===== src/rtl/lock_sequencer.sv =====
// Keypad lock sequencer: collects digits into an external digit register, hands
// complete entries to an external comparator, then holds unlocked or locked-out.
//
// state    | meaning
// ---------+-----------------------------------------------------------
// ENTRY    | accepting digits; clear/submit/digit_valid in that priority
// COMPARE  | waiting for the comparator verdict (match_valid)
// UNLOCKED | lock open for UNLOCK_CYCLES or until submit relocks it
// LOCKOUT  | too many failures; all input ignored for LOCKOUT_CYCLES
module lock_sequencer #(
  parameter int MAX_DIGITS     = 10,
  parameter int MAX_ATTEMPTS   = 3,
  parameter int UNLOCK_CYCLES  = 500,
  parameter int LOCKOUT_CYCLES = 1000
) (
  input  logic       clk,
  input  logic       system_reset,
  input  logic       digit_valid,
  input  logic [3:0] digit,
  input  logic       submit,
  input  logic       clear,
  input  logic [3:0] pass_len,
  input  logic       match_valid,
  input  logic       match,
  output logic       wr_en,
  output logic [3:0] wr_addr,
  output logic [3:0] wr_data,
  output logic       compare_start,
  output logic       clear_regs,
  output logic [3:0] entry_count,
  output logic [1:0] fail_count,
  output logic       unlocked,
  output logic       locked_out
);

  localparam int TMR_MAX = (UNLOCK_CYCLES > LOCKOUT_CYCLES) ? UNLOCK_CYCLES : LOCKOUT_CYCLES;
  localparam int TW      = $clog2(TMR_MAX + 1);

  typedef enum logic [1:0] {
    ENTRY    = 2'd0,
    COMPARE  = 2'd1,
    UNLOCKED = 2'd2,
    LOCKOUT  = 2'd3
  } state_t;

  state_t          state_q;
  logic [TW-1:0]   timer_q;
  logic            overflow_q;
  logic            wr_en_q;
  logic [3:0]      wr_addr_q;
  logic [3:0]      wr_data_q;
  logic            compare_start_q;
  logic            clear_regs_q;
  logic [3:0]      entry_count_q;
  logic [1:0]      fail_count_q;
  logic            unlocked_q;
  logic            locked_out_q;

  logic [1:0]      fail_count_d;
  logic            fail_lock;
  logic            len_ok;

  assign fail_count_d = fail_count_q + 2'd1;
  assign fail_lock    = (fail_count_d == 2'(MAX_ATTEMPTS));
  assign len_ok       = (entry_count_q == pass_len) && !overflow_q && (entry_count_q != 4'd0);

  always_ff @(posedge clk or negedge system_reset) begin
    if (!system_reset) begin
      state_q         <= ENTRY;
      timer_q         <= '0;
      overflow_q      <= 1'b0;
      wr_en_q         <= 1'b0;
      wr_addr_q       <= 4'd0;
      wr_data_q       <= 4'd0;
      compare_start_q <= 1'b0;
      clear_regs_q    <= 1'b0;
      entry_count_q   <= 4'd0;
      fail_count_q    <= 2'd0;
      unlocked_q      <= 1'b0;
      locked_out_q    <= 1'b0;
    end else begin
      wr_en_q         <= 1'b0;
      compare_start_q <= 1'b0;
      clear_regs_q    <= 1'b0;

      case (state_q)
        ENTRY: begin
          if (clear) begin
            entry_count_q <= 4'd0;
            overflow_q    <= 1'b0;
            clear_regs_q  <= 1'b1;
          end else if (submit) begin
            if (len_ok) begin
              compare_start_q <= 1'b1;
              state_q         <= COMPARE;
            end else begin
              // Length mismatch fails without ever bothering the comparator.
              fail_count_q  <= fail_count_d;
              entry_count_q <= 4'd0;
              overflow_q    <= 1'b0;
              clear_regs_q  <= 1'b1;
              if (fail_lock) begin
                state_q      <= LOCKOUT;
                locked_out_q <= 1'b1;
                timer_q      <= '0;
              end
            end
          end else if (digit_valid) begin
            if (entry_count_q < 4'(MAX_DIGITS)) begin
              wr_en_q       <= 1'b1;
              wr_addr_q     <= entry_count_q;
              wr_data_q     <= digit;
              entry_count_q <= entry_count_q + 4'd1;
            end else begin
              overflow_q <= 1'b1;
            end
          end
        end

        COMPARE: begin
          if (match_valid) begin
            entry_count_q <= 4'd0;
            overflow_q    <= 1'b0;
            clear_regs_q  <= 1'b1;
            timer_q       <= '0;
            if (match) begin
              fail_count_q <= 2'd0;
              state_q      <= UNLOCKED;
              unlocked_q   <= 1'b1;
            end else begin
              fail_count_q <= fail_count_d;
              if (fail_lock) begin
                state_q      <= LOCKOUT;
                locked_out_q <= 1'b1;
              end else begin
                state_q <= ENTRY;
              end
            end
          end
        end

        UNLOCKED: begin
          if (submit || (timer_q == TW'(UNLOCK_CYCLES - 1))) begin
            state_q    <= ENTRY;
            unlocked_q <= 1'b0;
          end else begin
            timer_q <= timer_q + 1'b1;
          end
        end

        LOCKOUT: begin
          if (timer_q == TW'(LOCKOUT_CYCLES - 1)) begin
            state_q      <= ENTRY;
            locked_out_q <= 1'b0;
            fail_count_q <= 2'd0;
          end else begin
            timer_q <= timer_q + 1'b1;
          end
        end

        default: state_q <= ENTRY;
      endcase
    end
  end

  assign wr_en         = wr_en_q;
  assign wr_addr       = wr_addr_q;
  assign wr_data       = wr_data_q;
  assign compare_start = compare_start_q;
  assign clear_regs    = clear_regs_q;
  assign entry_count   = entry_count_q;
  assign fail_count    = fail_count_q;
  assign unlocked      = unlocked_q;
  assign locked_out    = locked_out_q;

endmodule


===== config.mk =====
export PLATFORM = sky130hd
export DESIGN_NAME = lock_sequencer
export DESIGN_NICKNAME = d
export VERILOG_FILES = /design/src/rtl/lock_sequencer.sv
export SDC_FILE = /design/constraint.sdc
export NUM_CORES = 1
export LEC_CHECK = 0
export ABC_AREA = 1
export CORE_MARGIN = 10
export CORE_UTILIZATION = 52
export CTS_CLUSTER_SIZE = 24
export DETAILED_ROUTE_END_ITERATION = 10
export PLACE_DENSITY = 0.76
export SYNTH_ARGS = -nofsm -noshare
export SYNTH_HDL_FRONTEND = slang
export SYNTH_SLANG_ARGS = --single-unit

===== constraint.sdc =====
create_clock -name clk -period 1.9 [get_ports clk]
set_input_delay 0.38 -clock clk [delete_from_list [all_inputs] [get_ports clk]]
set_output_delay 0.38 -clock clk [all_outputs]
set_load 0.01 [all_outputs]

==> flow_summary.yaml <==
grt:
  grt_max_degree: 33
  gr-usage-all-layers: 0.141
  grt_pass1_vias: 1672
  grt_pass1_wl_um: 7400
  grt-ovfl-total: 0
  antenna_found_initial: 0
clocking:
  cts-root-buf: "clkbuf_4"
  cts_tree: "done"
  cts.sinks: 32
  clk_pin_slew_worst_paths_ps: 100
  cts.htree.levels: 2
  clockBufferDepth: 2
  clock_latency_ps: 350
  post_cts_buffers: 0
  cts_made_buffers: 5
die:
  rows: 21
  io_pins: 34
  die_y_um: 80.3
  dieArea_um2: 6450
  core_area_um2: 3420
  die_x_um: 80.3
  start_util: 0.554
setup_path:
  worst-path-max-fanout: 7
  crit_path_end_kind: "output port"
  slowest_stage: "clkdlybuf4s50_1"
  startpoint_type: "register"
  critPathBufInv: 1
  cp.required_ps: 1520
  slowest_delay_ps: 580
  criticalPathCategory: "register to output port"
  reg2reg_to: "locked_out$_DFFE_PN0P_"
  r2r-start: "timer_q[0]$_DFFE_PN0P_"
  crit_family: "buffers and inverters"
  r2r_slack_ps: 240
  path_cells: "clkdlybuf4s50_1"
  cp.arrival_ps: 1400
  ff2ff_path_depth: 10
drt:
  highest_layer: "met4"
  drcViolationCount: 0
  wl_per_cell_um: 11.7
  met2_wirelength_um: 2050
  first_pass_iters: 5
  routed_wl_um: 4180
  via_count: 1739
  drtAntennaViolNets: 0
  via_per_inst: 4.88
  first_iter_violations: 67
  wl_met1_um: 1880
  met3WireLength_um: 189
synthesis:
  synth_edf_count: 0
  netlist_instances: 267
  yosys_register_bits: 32
  syn_avg_cell_area_um2: 7.09
  ys_types: 25
  yosys_warnings: 0
  synthFlopType: "dfrtp_1"
  seq_area_frac_synth: 0.423
  synth-async-reset-ratio: 1.00
  synth_fp_nets: 286
  synthesis.area_um2: 1890
sta:
  slew_viol_final: 0
  fmax_mhz: 561
  period_minus_slack_ps: 1780
  finClkSkew_ps: 12.4
  tightest_slew_ps: 406
  relSlewSlack: 0.729
  grt_setup_unrepaired: "no"
  setup_viol: 0
  fin_crit_sh: 0.938
  finalHoldViolCount: 0
  fin_setup_tns_ps: 0
  timing.hold.ws_ps: 419
cells_and_area:
  fin_nets: 328
  antenna_cells: 0
  final_cells: 356
  drive_gt1_frac: 0.0968
  layout_commonest_cell: "nand2_1"
  stdcell_area_um2: 2360
  final_cell_mix: "nand2_1, clkdlybuf4s50_1, dfrtp_1"
  area.growth.synth_to_final_pct: 24.7
  fill_cells: 298
place:
  dp_hpwl_um: 3210
  gp_congestion: 0.871
  place_area_um2: 2290
  io_buffers: 33
  dp_cells: 348
power:
  p_total_mw: 2.61
  power.density_nw_per_um2: 1100
  p_leak_nw: 1.22
  peakVddDrop_mv: 0.724
min_path:
  hold_class: "input pin to asynchronous set/reset pin"
status:
  outcome: "completed"
job:
  maxCapViolations: 0
==> state kept, by name, indices dropped and copies added (netlist names), 2 cells and up <==
register	count
entry_count	4
fail_count	2
state_q	2
timer_q	10
wr_addr	4
wr_data	4
==> layer usage <==
layer	global-route usage	vias up
met3	0.0412	6
met4	0.0475	0
met5	0	-
met1	0.172	785
li1	-	918
met2	0.232	30
==> metrics by stage <==
stage,setup slack (ps),util
2_1_floorplan,444,-
3_3_place_gp,77.6,0.671
3_5_place_dp,8.57,0.671
4_1_cts,96.6,0.689
5_1_grt,54.1,0.691
6_report,118,0.691
==> how the worst max path moves through the flow <==
stage | to | startpoint | cells after the start
floorplan | timer_q[5]$_DFFE_PN0P_ | entry_count[1]$_DFFE_PN0P_ | 10
global placement | wr_addr[2]$_DFFE_PN0P_ | clear | 7
detailed placement | state_q[1]$_DFFE_PN0P_ | pass_len[2] | 8
CTS | entry_count[2] | entry_count[2]$_DFFE_PN0P_ | 1
global route | entry_count[0] | entry_count[0]$_DFFE_PN0P_ | 1
finish | entry_count[2] | entry_count[2]$_DFFE_PN0P_ | 1
==> synthesized netlist by cell type, types with 4 or more instances <==
cell type	number	share of area
ha_1	4	0.026
nand2_1	108	0.21
xor2_1	7	0.032
o21ai_0	4	0.011
nand4_1	7	0.023
nand3_1	13	0.034
inv_2	6	0.012
dfrtp_1	32	0.42
o21ai_1	4	0.011
a21oi_1	4	0.011
inv_1	25	0.050
nor2_1	30	0.059
==> area by class of cell <==
cell class	count	area, um^2	share of cell area
clock buffers	7	55.1	0.0233
clock inverters	1	7.51	0.00318
inverters	32	120	0.0509
multi-input cells	201	958	0.406
flip-flops and latches	32	801	0.339
well taps	46	57.6	0.0244
repair buffers	37	360	0.153
==> cells by family (layout without fill, tap and decap cells) <==
kind of cell,count (synthesis),after routing,share of synthesized area
adder cells (fa/ha/maj),4,4,0.0264
AO/OA/AOI/OAI,15,15,0.0436
AND/OR/NAND/NOR,175,175,0.401
buffers and inverters,34,77,0.0734
flip-flops,32,32,0.423
XOR/XNOR,7,7,0.0324
==> report_power, final <==
part	leakage, nW	total [mW]	switching [mW]	internal (mW)
clock network	0.0315	0.421	0.240	0.181
registers	0.424	0.989	0.134	0.855
logic	0.763	1.20	0.673	0.522
total	1.22	2.61	1.05	1.56
==> what timing repair did <==
action / in CTS / in global routing
hold buffers: 0 / 0
endpoints found under the setup margin: 0 / 1
gates resized for setup: 0 / 1
Note: power is estimated with default switching activity, not from simulation.
